[src/rtl/serializer_4_to_1_pkg.sv]
// serializer_4_to_1_pkg: state encoding and lane-slice helper shared by the serializer and its future deserializer counterpart.
package serializer_4_to_1_pkg;

    typedef enum logic {
        IDLE = 1'b0,
        SEND = 1'b1
    } ser_state_e;

    // Bit offset of lane k inside a packed word whose lanes are w bits wide.
    function automatic int lane_offset(input int k, input int w);
        return k * w;
    endfunction

endpackage

[src/rtl/serializer_4_to_1.sv]
// serializer_4_to_1: replays one packed N_INPUTS*DATA_WIDTH word as N_INPUTS single-lane beats, lane 0 first.
// Ports: clk/reset (sync, active-high); r/in_valid/in_ready accept a packed word;
//        out_data/out_lane/out_last/out_valid/out_ready stream the beats.
module serializer_4_to_1
    import serializer_4_to_1_pkg::*;
#(
    parameter  int DATA_WIDTH = 16,
    parameter  int N_INPUTS   = 4,
    localparam int LANE_W     = $clog2(N_INPUTS)
) (
    input  logic                           clk,
    input  logic                           reset,
    input  logic [N_INPUTS*DATA_WIDTH-1:0] r,
    input  logic                           in_valid,
    output logic                           in_ready,
    output logic [DATA_WIDTH-1:0]          out_data,
    output logic [LANE_W-1:0]              out_lane,
    output logic                           out_last,
    output logic                           out_valid,
    input  logic                           out_ready
);

    ser_state_e                     state_q, state_d;
    logic [LANE_W-1:0]              lane_q, lane_d;
    logic [N_INPUTS*DATA_WIDTH-1:0] hold_q, hold_d;
    logic                           last, beat_xfer, in_xfer;

    assign last      = lane_q == LANE_W'(N_INPUTS - 1);
    assign beat_xfer = state_q == SEND && out_ready;
    // Accepting on the last beat lets the next word follow without a bubble.
    assign in_ready  = state_q == IDLE || (beat_xfer && last);
    assign in_xfer   = in_valid && in_ready;

    assign out_valid = state_q == SEND;
    assign out_last  = out_valid && last;
    assign out_lane  = lane_q;
    assign out_data  = out_valid ? hold_q[lane_offset(int'(lane_q), DATA_WIDTH) +: DATA_WIDTH] : '0;

    always_comb begin
        state_d = state_q;
        lane_d  = lane_q;
        hold_d  = hold_q;
        if (in_xfer) begin
            state_d = SEND;
            lane_d  = '0;
            hold_d  = r;
        end else if (beat_xfer) begin
            state_d = last ? IDLE : SEND;
            lane_d  = last ? '0 : lane_q + 1'b1;
        end
    end

    always_ff @(posedge clk) begin
        if (reset) begin
            state_q <= IDLE;
            lane_q  <= '0;
            hold_q  <= '0;
        end else begin
            state_q <= state_d;
            lane_q  <= lane_d;
            hold_q  <= hold_d;
        end
    end

endmodule

[config.mk]
export PLATFORM = sky130hd
export DESIGN_NAME = serializer_4_to_1
export DESIGN_NICKNAME = d
export VERILOG_FILES = /design/src/rtl/serializer_4_to_1_pkg.sv /design/src/rtl/serializer_4_to_1.sv
export SDC_FILE = /design/constraint.sdc
export NUM_CORES = 1
export LEC_CHECK = 0
export BUFFER_PORTS_ARGS = -buffer_cell sky130_fd_sc_hd__clkbuf_2
export CORE_ASPECT_RATIO = 1.2
export CORE_UTILIZATION = 53
export CTS_CLUSTER_SIZE = 12
export DETAILED_ROUTE_END_ITERATION = 10
export GPL_TIMING_DRIVEN = 0
export PLACE_DENSITY = 0.81
export RECOVER_POWER = 100
export SLEW_MARGIN = 20
export SYNTH_ARGS = -nofsm -noshare
export SYNTH_HDL_FRONTEND = slang
export SYNTH_SLANG_ARGS = --single-unit
[constraint.sdc]
create_clock -name clk -period 3.9 [get_ports clk]
set_input_delay 0.195 -clock clk [delete_from_list [all_inputs] [get_ports clk]]
set_output_delay 0.195 -clock clk [all_outputs]
set_load 0.05 [all_outputs]
==> results of run 1 <==
==> worst paths after layout <==
path / endpoint / slack [ps]
setup / recovery: out_data[13] / 1240
hold / removal: hold_q[0] / 100
setup reg to reg: hold_q[44] / 1750
hold reg to reg: hold_q[53] / 470
==> cell type report <==
class                   instances  area, sq um
inverters                       2         7.51
clock inverters                 6         63.8
well taps                      80          100
plain buffers                  41          181
repair buffers                 87          412
fillers                       507         1830
clock buffers                  10          138
multi-input cells             236         1700
flip-flops and latches         67         1340
==> worst min-delay path: stages <==
cell and delay (ps):
clkbuf_2 80, nand3b_1 70, a21oi_1 50
==> logic make-up after synthesis <==
| logic type | count (synthesis) | share of synthesized area |
|---|---|---|
| muxes | 16 | 0.121 |
| AOI/OAI and AO/OA | 133 | 0.211 |
| buffers and inverters | 43 | 0.0620 |
| adders and majority gates | 1 | 0.00385 |
| DFF | 67 | 0.413 |
| and+or+nand+nor | 86 | 0.189 |
==> where the power goes <==
| part | internal, mW | leakage (nW) | switching [mW] |
|---|---|---|---|
| Combinational | 0.104 | 0.846 | 0.143 |
| Sequential | 0.723 | 0.550 | 0.0229 |
| Clock | 0.313 | 0.0987 | 0.278 |
==> flip-flops by register name (all words and copies together), names as in the netlist <==
signal / count
hold_q: 64
out_lane: 2
out_valid: 1
==> per-stage QoR <==
step / utilization / hold WS [ps] / power (mW) / cell area (sq um)
detailed placement: 0.655 / 453 / 1.01 / 3790
floorplan: - / 357 / 0.918 / 3250
CTS: 0.690 / 88.0 / 1.59 / 3990
global placement: 0.655 / 446 / 1.00 / 3790
global route: 0.683 / 87.9 / 1.64 / 3950
finish: 0.683 / 95.5 / 1.58 / 3950
==> layer usage <==
| layer | up-vias | track usage | wire, um |
|---|---|---|---|
| li1 | 1467 | - | - |
| met2 | 150 | 0.495 | 4460 |
| met3 | 12 | 0.0495 | 598 |
| met5 | - | 0 | 0 |
| met4 | 0 | 0.0997 | 129 |
| met1 | 1442 | 0.373 | 3700 |
==> Yosys cell counts <==
cell type  instances
dfxtp_1           67
a21oi_1           66
nand3b_1          64
o21ai_0           64
clkbuf_1          19
and2_1            17
buf_2             10
buf_1              9
mux4_1             9
mux4_2             7
nand2_1            2
a21boi_2           1
a221oi_1           1
a311oi_2           1
buf_12             1
buf_4              1
buf_6              1
ha_1               1
inv_1              1
inv_2              1
nand3_1            1
or2b_1             1
or3b_1             1
==> out/results.tsv, run 1 <==
metric	value	unit
r2r worst-path depth	6	
DR pass1 iterations	5	
detailed-route via count	3071	
worst min path class	in -> reg	
worst rel slew slack	0.533	
setup bufs post-CTS	0	
Die Span X	73.5	um
Area Growth Syn to Fin	21.4	%
Slew Viols, Final	0	
Clk Latency, worst-skew pair	340	ps
instance count on the critical path	5	
Tcrit/Tclk final	0.683	
CTS root buffer	clkbuf_8	
synthesized net count	415	
clk slew on worst S/H paths	80	ps
Worst EP required	3700	ps
sequential area share after synthesis	0.413	
Hold Path Depth	3	
Initial Util	0.562	
most frequent CP cell	clkbuf_1	
max cap viols	0	
CTS tree	built	
Post-Syn Area per Cell	9.39	sq um
crit-path cells	clkbuf_1, buf_12, mux4_2, and2_1, clkbuf_1	
post-synth top area share	0.413	
layout cell share with drive strength beyond 1	0.229	
global-route wire length before repair	13700	um
placed cells	513	
Final ANT Viol Nets	0	
Via density	5.81	
CP bufs+invs	3	
largest net degree at the start of global routing	13	
Clock Sinks	67	
yosys warns	0	
post-DR wirelength/cell	16.8	um
Final Skew	6.45	ps
Lkg Pwr	1.49	nW
Total Neg Setup Slack	0	ps
Synth cell types	23	
reg2reg start	out_lane[0]	
Layout Cells excl Fill	529	
worst vdd rail ir drop	0.000253	V
GPL Wtd Cong	0.869	
final hold vios	0	
Setup-failing EPs final	0	
fin crit period	2660	ps
diodes inserted	0	
#FFs+latches synth	67	
DRT Wirelength	8890	um
# DRC	0	
commonest non-fill, non-tap cell in the layout	clkbuf_2	
dpl hpwl	6600	um
Worst path max stage delay	550	ps
Post-Syn Instances	346	
Core Area	0.00578	sq mm
vias in the first global route	2805	
Netlist Area Pre-Place	0.00325	sq mm
startpoint types	flip-flop	
cell taking the most area after synthesis	dfxtp_1	
Power Dens Cells	401	mW/mm^2
status	finished clean	
crit end category	output port	
Hold Crit Start	r[0]	
antenna violations before repair	0	
drt first-iter violations	233	
Total Die Area	0.00645	sq mm
Setup WS pre-CTS	2100	ps
top cell family by delay on the critical path	buffers and inverters	
unrepaired setup endpoints after global routing	false	
Post-CTS Resized	0	
final setup margin	1240	ps
Layout Nets	513	
most frequent cells in the layout	clkbuf_2 (68), dfxtp_1 (67), a21oi_1 (66)	
GRT Residual Overflow	0	
peak fanout along the critical path	10	
slew at the pin with the worst max-slew slack	701	ps
fmax	375	MHz
chip height	87.8	um
WS Path Type	reg -> out	
Worst Setup SP	out_lane[0]	
Worst Path Arrival	2470	ps
I/O pin cnt	89	
Post-CTS Hold Buffers	0	
Total Routing Usage GR	0.291	
number of CTS-inserted buffers	9	
# rows	30	
H-tree depth	3	
PortBufs	87	
largest cells by area after synthesis	dfxtp_1 (41%), nand3b_1 (15%), a21oi_1 (10%)	
Crit-path slowest cell	clkbuf_1	
Bufs on Longest Clock Path	2	
(Power assumes the default switching activity.)
==> inputs of run 2 (changes only) <==
--- a/config.mk
+++ b/config.mk
@@ -5,13 +5,14 @@
 export SDC_FILE = /design/constraint.sdc
 export NUM_CORES = 1
 export LEC_CHECK = 0
+export ABC_AREA = 1
 export BUFFER_PORTS_ARGS = -buffer_cell sky130_fd_sc_hd__clkbuf_2
 export CORE_ASPECT_RATIO = 1.2
-export CORE_UTILIZATION = 53
+export CORE_UTILIZATION = 49
 export CTS_CLUSTER_SIZE = 12
 export DETAILED_ROUTE_END_ITERATION = 10
 export GPL_TIMING_DRIVEN = 0
-export PLACE_DENSITY = 0.81
+export PLACE_DENSITY = 0.77
 export RECOVER_POWER = 100
 export SLEW_MARGIN = 20
 export SYNTH_ARGS = -nofsm -noshare
==> constraint.sdc (replaced) <==
create_clock -name clk -period 2.2 [get_ports clk]
set_input_delay 0.11 -clock clk [delete_from_list [all_inputs] [get_ports clk]]
set_output_delay 0.11 -clock clk [all_outputs]
set_load 0.05 [all_outputs]
==> out/results.tsv, run 2 <==
metric	value	unit	change
Total Neg Setup Slack	0	ps	unchanged
slew at the pin with the worst max-slew slack	591	ps	-110 ps
Worst Path Arrival	2000	ps	-470 ps
r2r worst-path depth	8		+2
yosys warns	0		unchanged
GRT met1 Usage	0.322		-0.0517
Total Die Area	0.00805	sq mm	+25%
Hold Path Depth	3		unchanged
Bufs on Longest Clock Path	2		unchanged
Post-Syn Instances	630		+82%
routing usage on met2	0.427		-0.0688
drt first-iter violations	169		-27%
largest cells by area after synthesis	dfxtp_1 (36%), inv_1 (13%), nand2_1 (13%)		
setup bufs post-CTS	0		unchanged
GPL Wtd Cong	0.944		+8.6%
Die Span X	82.1	um	+12%
placed cells	807		+57%
FFs w/ async S/R, synth	0		unchanged
Clock Sinks	67		unchanged
Total Routing Usage GR	0.257		-0.0343
worst rel slew slack	0.608		+0.0750
CTS tree	built		
Post-Syn Area per Cell	5.98	sq um	-36%
Slew Viols, Final	0		unchanged
Lkg Pwr	2.45	nW	+64%
Worst EP required	2090	ps	-1610 ps
Power Dens Cells	650	mW/mm^2	+62%
clock network power share	0.317		-0.056
DR pass1 iterations	4		-1
global-route wire length before repair	15800	um	+15%
dpl hpwl	7600	um	+15%
final hold vios	0		unchanged
r2r setup slk	410	ps	-1340 ps
Sw Pwr	0.898	mW	+100%
crit end category	output port		
# fillers	789		+56%
commonest non-fill, non-tap cell in the layout	nand2_1		
most used routing layer	met2		
fin crit period	2110	ps	
Netlist Area Pre-Place	0.00377	sq mm	+16%
Via density	4.84		-17%
#FFs+latches synth	67		unchanged
GRT Residual Overflow	0		unchanged
Core Area	0.00736	sq mm	+27%
vias in the first global route	3578		+28%
detailed-route via count	3990		+30%
hold slack final	60.5	ps	-35.0 ps
switch share	0.310		+0.0299
area of placed instances	0.00432	sq mm	+14%
chip height	98.1	um	+12%
post-synth top area share	0.356		-0.0567
internal power	2.00	mW	+76%
status	finished clean		
Layout Cells excl Fill	824		+56%
Initial Util	0.512		-0.0503
number of flip-flops in the largest register	64		unchanged
most frequent cells in the layout	nand2_1 (135), inv_1 (134), nand3_1 (97)		
CTS root buffer	clkbuf_8		
Final ANT Viol Nets	0		unchanged
fmax	474	MHz	
# DRC	0		unchanged
largest net degree at the start of global routing	11		-2
worst min path class	in -> reg		
reg2reg start	out_lane[0]		
synth cell count leaders	inv_1 (134), nand2_1 (134), nand3_1 (97)		
cell taking the most area after synthesis	dfxtp_1		
final core utilization	0.606		-0.0772
startpoint types	flip-flop		
# rows	34		+13%
worst vdd rail ir drop	0.000393	V	+55%
clk slew on worst S/H paths	70	ps	about the same
peak fanout along the critical path	10		unchanged
worst hold endpoint	out_lane[1]		
unrepaired setup endpoints after global routing	false		
Synth cell types	14		-39%
Setup-failing EPs final	0		unchanged
reg-to-reg critical path endpoint	hold_q[15]		
ys flop type	dfxtp_1		
layout cell share with drive strength beyond 1	0.163		-0.0659
Area Growth Syn to Fin	18.3	%	
I/O pin cnt	89		unchanged
Post-synth EDFFs	0		unchanged
design area	0.00446	sq mm	+13%
H-tree depth	3		unchanged
post-DR wirelength/cell	11.7	um	-30%
DRT Wirelength	9660	um	+8.6%
WS Path Type	reg -> out		
Final Skew	5.32	ps	-1.13 ps
Layout Nets	798		+56%
number of CTS-inserted buffers	9		unchanged
Hold Crit Start	out_ready		
synthesized net count	699		+68%
PortBufs	87		unchanged
met3 usage	0.0551		+0.00566
part of the power in combinational logic	0.213		+0.057
diodes inserted	0		unchanged
Tcrit/Tclk final	0.958		
Clk Latency, worst-skew pair	340	ps	about the same
max cap viols	0		unchanged
antenna violations before repair	0		unchanged
sequential fraction of design power	0.470		about the same
Top reg by flops	hold_q		
sequential area share after synthesis	0.356		-0.0567
==> run 2: cell type report <==
class	count	area, sq um	share of cell area
clock inverter	2	10.0	0.00225
multi-input combinational	383	1670	0.375
timing repair buffer	88	440	0.0988
tap	90	113	0.0253
inverter	134	503	0.113
clock buffer	14	163	0.0365
buffer	46	215	0.0483
sequential	67	1340	0.301
==> run 2: cells by family (layout without fill, tap and decap cells) <==
kind of cell             Yosys count  count (layout)  synth area share
AO/OA/AOI/OAI                     83              83             0.110
adder cells (fa/ha/maj)            1               1           0.00332
buffers and inverters            180             284             0.200
flip-flops                        67              67             0.356
AND/OR/NAND/NOR                  299             299             0.331
==> run 2: how the worst max path moves through the flow <==
stage                      startpoint           end  slack [ps]  cells past startpoint
after global placement    out_lane[0]  out_data[15]         540                      7
final                     out_lane[0]   out_data[0]          90                      7
after floorplan           out_lane[1]  out_data[10]          40                      4
after CTS                 out_lane[1]  out_data[11]         140                      5
after detailed placement  out_lane[1]  out_data[11]         510                      5
after global routing      out_lane[0]   out_data[0]           8                      7
==> run 2: routing by layer <==
layer | vias to the layer above | share of wire
met5 | - | 0
met4 | 0 | 0.023
met3 | 16 | 0.058
met2 | 119 | 0.48
met1 | 1741 | 0.44
li1 | 2114 | -
==> run 2: stage by stage <==
step	setup WS (ps)	power [mW]
3_3_place_gp	544	2.00
6_report	92.1	2.90
5_1_grt	7.84	3.05
3_5_place_dp	513	2.01
4_1_cts	139	2.92
2_1_floorplan	36.8	1.83
==> run 2: power groups by stage <==
| stage | registers (mW) | clock network [mW] | logic [mW] |
|---|---|---|---|
| after CTS | 1.36 | 0.933 | 0.629 |
| final | 1.36 | 0.919 | 0.617 |
| after global routing | 1.37 | 0.981 | 0.695 |
| after detailed placement | 1.39 | 0 | 0.625 |
| after floorplan | 1.38 | 0 | 0.447 |
| after global placement | 1.39 | 0 | 0.614 |
==> run 2: worst max-delay path, cell delays in order, from the launching register on <==
cell	delay (ps)
dfxtp_1	360
buf_2	200
inv_1	120
buf_2	210
nand2_1	90
nand3_1	80
a21oi_1	250
clkbuf_2	330
==> run 2: repair_timing <==
item | 4_1_cts | 5_1_grt
gates resized for setup | 0 | 2
endpoints found under the hold margin | 1 | 0
endpoints found under the setup margin | 0 | 1
hold buffers | 1 | 0
